`config.mk`:
```
export PLATFORM = sky130hd
export DESIGN_NAME = y86_bus_arbiter
export DESIGN_NICKNAME = d
export VERILOG_FILES = /design/src/rtl/y86_bus_arbiter.sv
export SDC_FILE = /design/constraint.sdc
export NUM_CORES = 1
export LEC_CHECK = 0
export ABC_AREA = 1
export CORE_ASPECT_RATIO = 1.25
export CORE_MARGIN = 4
export CORE_UTILIZATION = 30
export CTS_BUF_LIST = sky130_fd_sc_hd__clkbuf_2
export DETAILED_ROUTE_END_ITERATION = 7
export GPL_TIMING_DRIVEN = 0
export PLACE_DENSITY_LB_ADDON = 0.12
export SKIP_CTS_REPAIR_TIMING = 1
export SYNTH_ARGS = -nofsm -noshare
export SYNTH_HDL_FRONTEND = slang
export SYNTH_SLANG_ARGS = --single-unit
```
`constraint.sdc`:
```
create_clock -name clk -period 4.3 [get_ports clk]
set_clock_uncertainty 0.1 [all_clocks]
set_input_delay 0.43 -clock clk [delete_from_list [all_inputs] [get_ports clk]]
set_output_delay 0.43 -clock clk [all_outputs]
set_load 0.01 [all_outputs]
```
`src/rtl/y86_bus_arbiter.sv`:
```
// Memory-bus arbiter for the y86 sequential core: the core always owns the bus,
// a single-entry secondary port (DMA/debug loader) uses cycles the core leaves idle.
module y86_bus_arbiter #(
    parameter int DW         = 32,
    parameter int AW         = 32,
    parameter int WAIT_LIMIT = 16,
    parameter int CNT_W      = 16
) (
    input  logic             clk,
    input  logic             rst,
    input  logic [AW-1:0]    core_A,
    input  logic [DW-1:0]    core_out,
    input  logic             core_WE,
    input  logic             core_RE,
    output logic [DW-1:0]    core_in,
    output logic [AW-1:0]    mem_A,
    output logic [DW-1:0]    mem_out,
    output logic             mem_WE,
    output logic             mem_RE,
    input  logic [DW-1:0]    mem_in,
    input  logic             s_req,
    input  logic             s_we,
    input  logic [AW-1:0]    s_addr,
    input  logic [DW-1:0]    s_wdata,
    output logic             s_ready,
    output logic             s_ack,
    output logic [DW-1:0]    s_rdata,
    output logic             s_starve,
    output logic [CNT_W-1:0] grant_cnt,
    output logic [CNT_W-1:0] block_cnt
);

    typedef enum logic [1:0] {IDLE, PEND, RESP} state_t;

    localparam int WC_W = $clog2(WAIT_LIMIT + 1);
    localparam logic [WC_W-1:0] WAIT_MAX = WC_W'(WAIT_LIMIT);

    state_t          state, state_nxt;
    logic            lat_we;
    logic [AW-1:0]   lat_addr;
    logic [DW-1:0]   lat_wdata;
    logic [WC_W-1:0] wait_cnt;
    logic            core_busy;

    // The core has no stall input, so its path never passes through a register.
    assign core_busy = core_RE | core_WE;
    assign core_in   = mem_in;
    assign s_starve  = (state == PEND) && (wait_cnt >= WAIT_MAX);

    always_comb begin
        // NOTE: every output gets a default first so no path leaves it unassigned (no latch).
        mem_A   = '0;
        mem_out = '0;
        mem_WE  = 1'b0;
        mem_RE  = 1'b0;
        if (core_busy) begin
            mem_A   = core_A;
            mem_out = core_out;
            mem_WE  = core_WE;
            mem_RE  = core_RE;
        end else if (state == PEND) begin
            mem_A   = lat_addr;
            mem_out = lat_wdata;
            mem_WE  = lat_we;
            mem_RE  = !lat_we;
        end
    end

    always_comb begin
        state_nxt = state;
        s_ready   = 1'b0;
        s_ack     = 1'b0;
        case (state)
            IDLE: begin
                s_ready = 1'b1;
                if (s_req) state_nxt = PEND;
            end
            PEND: begin
                if (!core_busy) state_nxt = RESP;
            end
            RESP: begin
                s_ack     = 1'b1;
                state_nxt = IDLE;
            end
            default: state_nxt = IDLE;
        endcase
    end

    // NOTE: sequential state uses non-blocking assignments so all registers update from pre-edge values.
    always_ff @(posedge clk or posedge rst) begin
        if (rst) begin
            // NOTE: the latched request is cleared too, so a reset mid-transfer can never replay stale data.
            state     <= IDLE;
            lat_we    <= 1'b0;
            lat_addr  <= '0;
            lat_wdata <= '0;
            wait_cnt  <= '0;
            s_rdata   <= '0;
            grant_cnt <= '0;
            block_cnt <= '0;
        end else begin
            state <= state_nxt;
            if (state == IDLE && s_req) begin
                lat_we    <= s_we;
                lat_addr  <= s_addr;
                lat_wdata <= s_wdata;
                wait_cnt  <= '0;
            end
            if (state == PEND) begin
                if (!core_busy) begin
                    if (!lat_we) s_rdata <= mem_in;
                    if (grant_cnt != '1) grant_cnt <= grant_cnt + 1'b1;
                end else begin
                    if (block_cnt != '1) block_cnt <= block_cnt + 1'b1;
                    if (wait_cnt < WAIT_MAX) wait_cnt <= wait_cnt + 1'b1;
                end
            end
        end
    end

endmodule

```
==> impl_metrics.ini <==
[drt]
routed_wl_mm = 25.8
drt_iter0_markers = 285
vias = 7025
routed_via_density = 4.45
ant_nets = 0
firstDrtPassIters = 4
post-route-drc-count = 0
wl_per_cell_um = 16.3

[power_and_ir_drop]
pwr-share-seq = 0.407
p_int_uw = 3030
p_sw_frac = 0.397
finalPower_uw = 5020
power_density_nw_per_um2 = 456
p_leak_uw = 0.00505
max-vdd-ir-drop_v = 0.000152
power_frac_comb = 0.440
clkPwrFrac = 0.153
total_switching_power_uw = 2000

[cts]
tritoncts = built
cts_inserted_buffers = 17
htreeDepth = 4
root_buffer = clkbuf_2
ctsLongestPathBuffers = 2
insertion_delay_ns = 0.70
numClockSinks = 136
path_clk_slew_ns = 0.22

[hold_path]
hp-class = in2reg

[timing]
worst_slew_pin_slew_ns = 0.521
period_needed_ns = 3.42
hold_viol_final = 0
rsz0062_at_grt = no
finalSetupViolCount = 0
hold_ws_ns = 0.142
clock.fmax_ghz = 0.293
max_slew_margin = 0.653
finalCritPeriodShare = 0.795
fin_tns_setup_ns = 0
final_max_slew_viol_count = 0

[placement]
place.gp.congestion = 0.841
portBuffers = 330
dpl.hpwl_mm = 20.2

[worst_setup_path]
critPathCaptureType = output port
setup.worst_path.class = reg2out
cp.required_ns = 3.77
slowest_stage = clkdlybuf4s50_1
startpoint_type = register
max_stage_delay_ns = 0.63
path_cells = inv_1 -> nand2_2 -> nor2_8 -> inv_2 -> buf_2 -> o21ai_0 -> clkdlybuf4s50_1
path_delay_family = buffers and inverters
cp_max_fo = 10
timing.critical_path.buf_inv = 4
arrival_ns = 2.89

[synth]
postSynthCellCount = 927
syn-num-nets = 1096
synth.area.top_cells = dfrtp_1 (48%), nand2_1 (18%), o21ai_0 (8.5%)
synth_area_um2 = 7090
ys_seq_area_frac = 0.480
synth_top_area_frac = 0.480
yosys_warnings = 0
yosysTopAreaCell = dfrtp_1
syn_area_per_cell_um2 = 7.65
yosysUniqueCellTypes = 32
ys_seq_elements = 136

[global_routing]
grt_pass1_vias = 7366
grt_use_met1 = 0.217
grt_use_total = 0.198
overflow = 0
use_met2 = 0.369
grt-busiest-layer = met2
grt_max_degree = 91
grtUsageMet3 = 0.0640
grt_pass1_wl_mm = 41.0
antenna_found_initial = 2

[floorplan]
dieArea_um2 = 26200
start_util = 0.307
placementRows = 62
fp.dieH_um = 180
io_pins = 331
core_area_um2 = 23100
die_w_um = 146

[layout]
layout.nets = 1447
area_growth_pct = 55.5
drive_above_1_share = 0.0922

[outcome]
status = finished, final reports clean

[job]
maxCapViolCount = 0
## cell usage after synthesis, drive strengths merged
cell	number
a22o	6
nand2	353
nand4	10
nor2	45
nand3	51
nand3b	2
o21bai	1
xor2	2
ha	3
xnor2	9
buf	59
inv	95
clkbuf	14
clkinv	2
o21ai	139
dfrtp	136
## power groups by stage
stage | logic, uW | clock network [uW] | registers (uW)
5_1_grt | 2470 | 857 | 2110
3_3_place_gp | 2230 | 0 | 2070
3_5_place_dp | 2250 | 0 | 2070
2_1_floorplan | 1020 | 0 | 2110
6_report | 2210 | 770 | 2040
4_1_cts | 2260 | 807 | 2050
## through the flow
step,util,std cells,area [um2],worst slack (ns)
floorplan,-,927,7090,0.131
global placement,0.465,1545,10800,-2.19
detailed placement,0.467,1546,10800,0.940
CTS,0.476,1578,11000,0.598
global route,0.477,1580,11000,0.560
finish,0.477,1580,11000,0.883
## final cells by class
cell class	count	area, um2
fillers	2331	12100
flip-flops and latches	136	3400
repair buffers	332	3340
multi-input cells	621	2860
plain buffers	73	459
inverters	97	373
well taps	288	360
clock inverters	15	143
clock buffers	17	85.1
diodes	1	2.50
## per-layer routing
| layer | up-vias | wire length [um] |
|---|---|---|
| met5 | - | 8 |
| met4 | 2 | 292 |
| met1 | 3211 | 10200 |
| met2 | 201 | 13600 |
| li1 | 3591 | - |
| met3 | 20 | 1660 |
## registers in the layout (all words and copies together) (netlist names)
register   cells
lat_addr      32
lat_wdata     32
s_rdata       32
block_cnt     16
grant_cnt     16
wait_cnt       5
state          2
lat_we         1
## worst paths after layout
check / startpoint / to / slack (ns) / cells after the start
setup / recovery: state[1]$_DFFE_PP0P_ / mem_A[4] / 0.88 / 7
hold / removal: s_addr[29] / lat_addr[29]$_DFFE_PP0P_ / 0.14 / 3
setup reg to reg: grant_cnt[0]$_DFFE_PP0P_ / grant_cnt[2]$_DFFE_PP0P_ / 2.43 / 6
hold reg to reg: s_rdata[21]$_DFFE_PP0P_ / s_rdata[21]$_DFFE_PP0P_ / 0.40 / 2
max in group asynchronous: rst / wait_cnt[0]$_DFF_PP0_ / 2.69 / 4
min in group asynchronous: rst / grant_cnt[1]$_DFFE_PP0P_ / 0.56 / 3
## kinds of logic (layout without fill, tap and decap cells)
group                    count (synthesis)  in the layout  synth area share
XOR/XNOR                                11             11            0.0136
AND/OR/NAND/NOR                        461            461             0.273
other                                    0              1                 0
buffers and inverters                  170            534             0.117
adder cells (fa/ha/maj)                  3              3           0.00529
flip-flops                             136            136             0.480
AO/OA/AOI/OAI                          146            146             0.111
## worst register-to-register path, stage by stage, from the launching register on
cell	delay, ns
dfrtp_1	0.51
ha_1	0.37
inv_2	0.08
nor2_4	0.16
nand2_4	0.10
o21ai_4	0.32
o21ai_0	0.12
## placed cells by master, fill, tap and decap left out, types with 9 or more instances in the layout
| cell type | n |
|---|---|
| nor2_1 | 36 |
| xnor2_1 | 9 |
| nand4_1 | 10 |
| o21ai_0 | 121 |
| clkbuf_1 | 14 |
| clkbuf_2 | 17 |
| buf_4 | 33 |
| nand3_1 | 50 |
| o21ai_1 | 11 |
| dfrtp_1 | 136 |
| inv_1 | 88 |
| clkdlybuf4s50_1 | 330 |
| nand2_1 | 347 |
| buf_2 | 19 |
(Power assumes the default switching activity.)
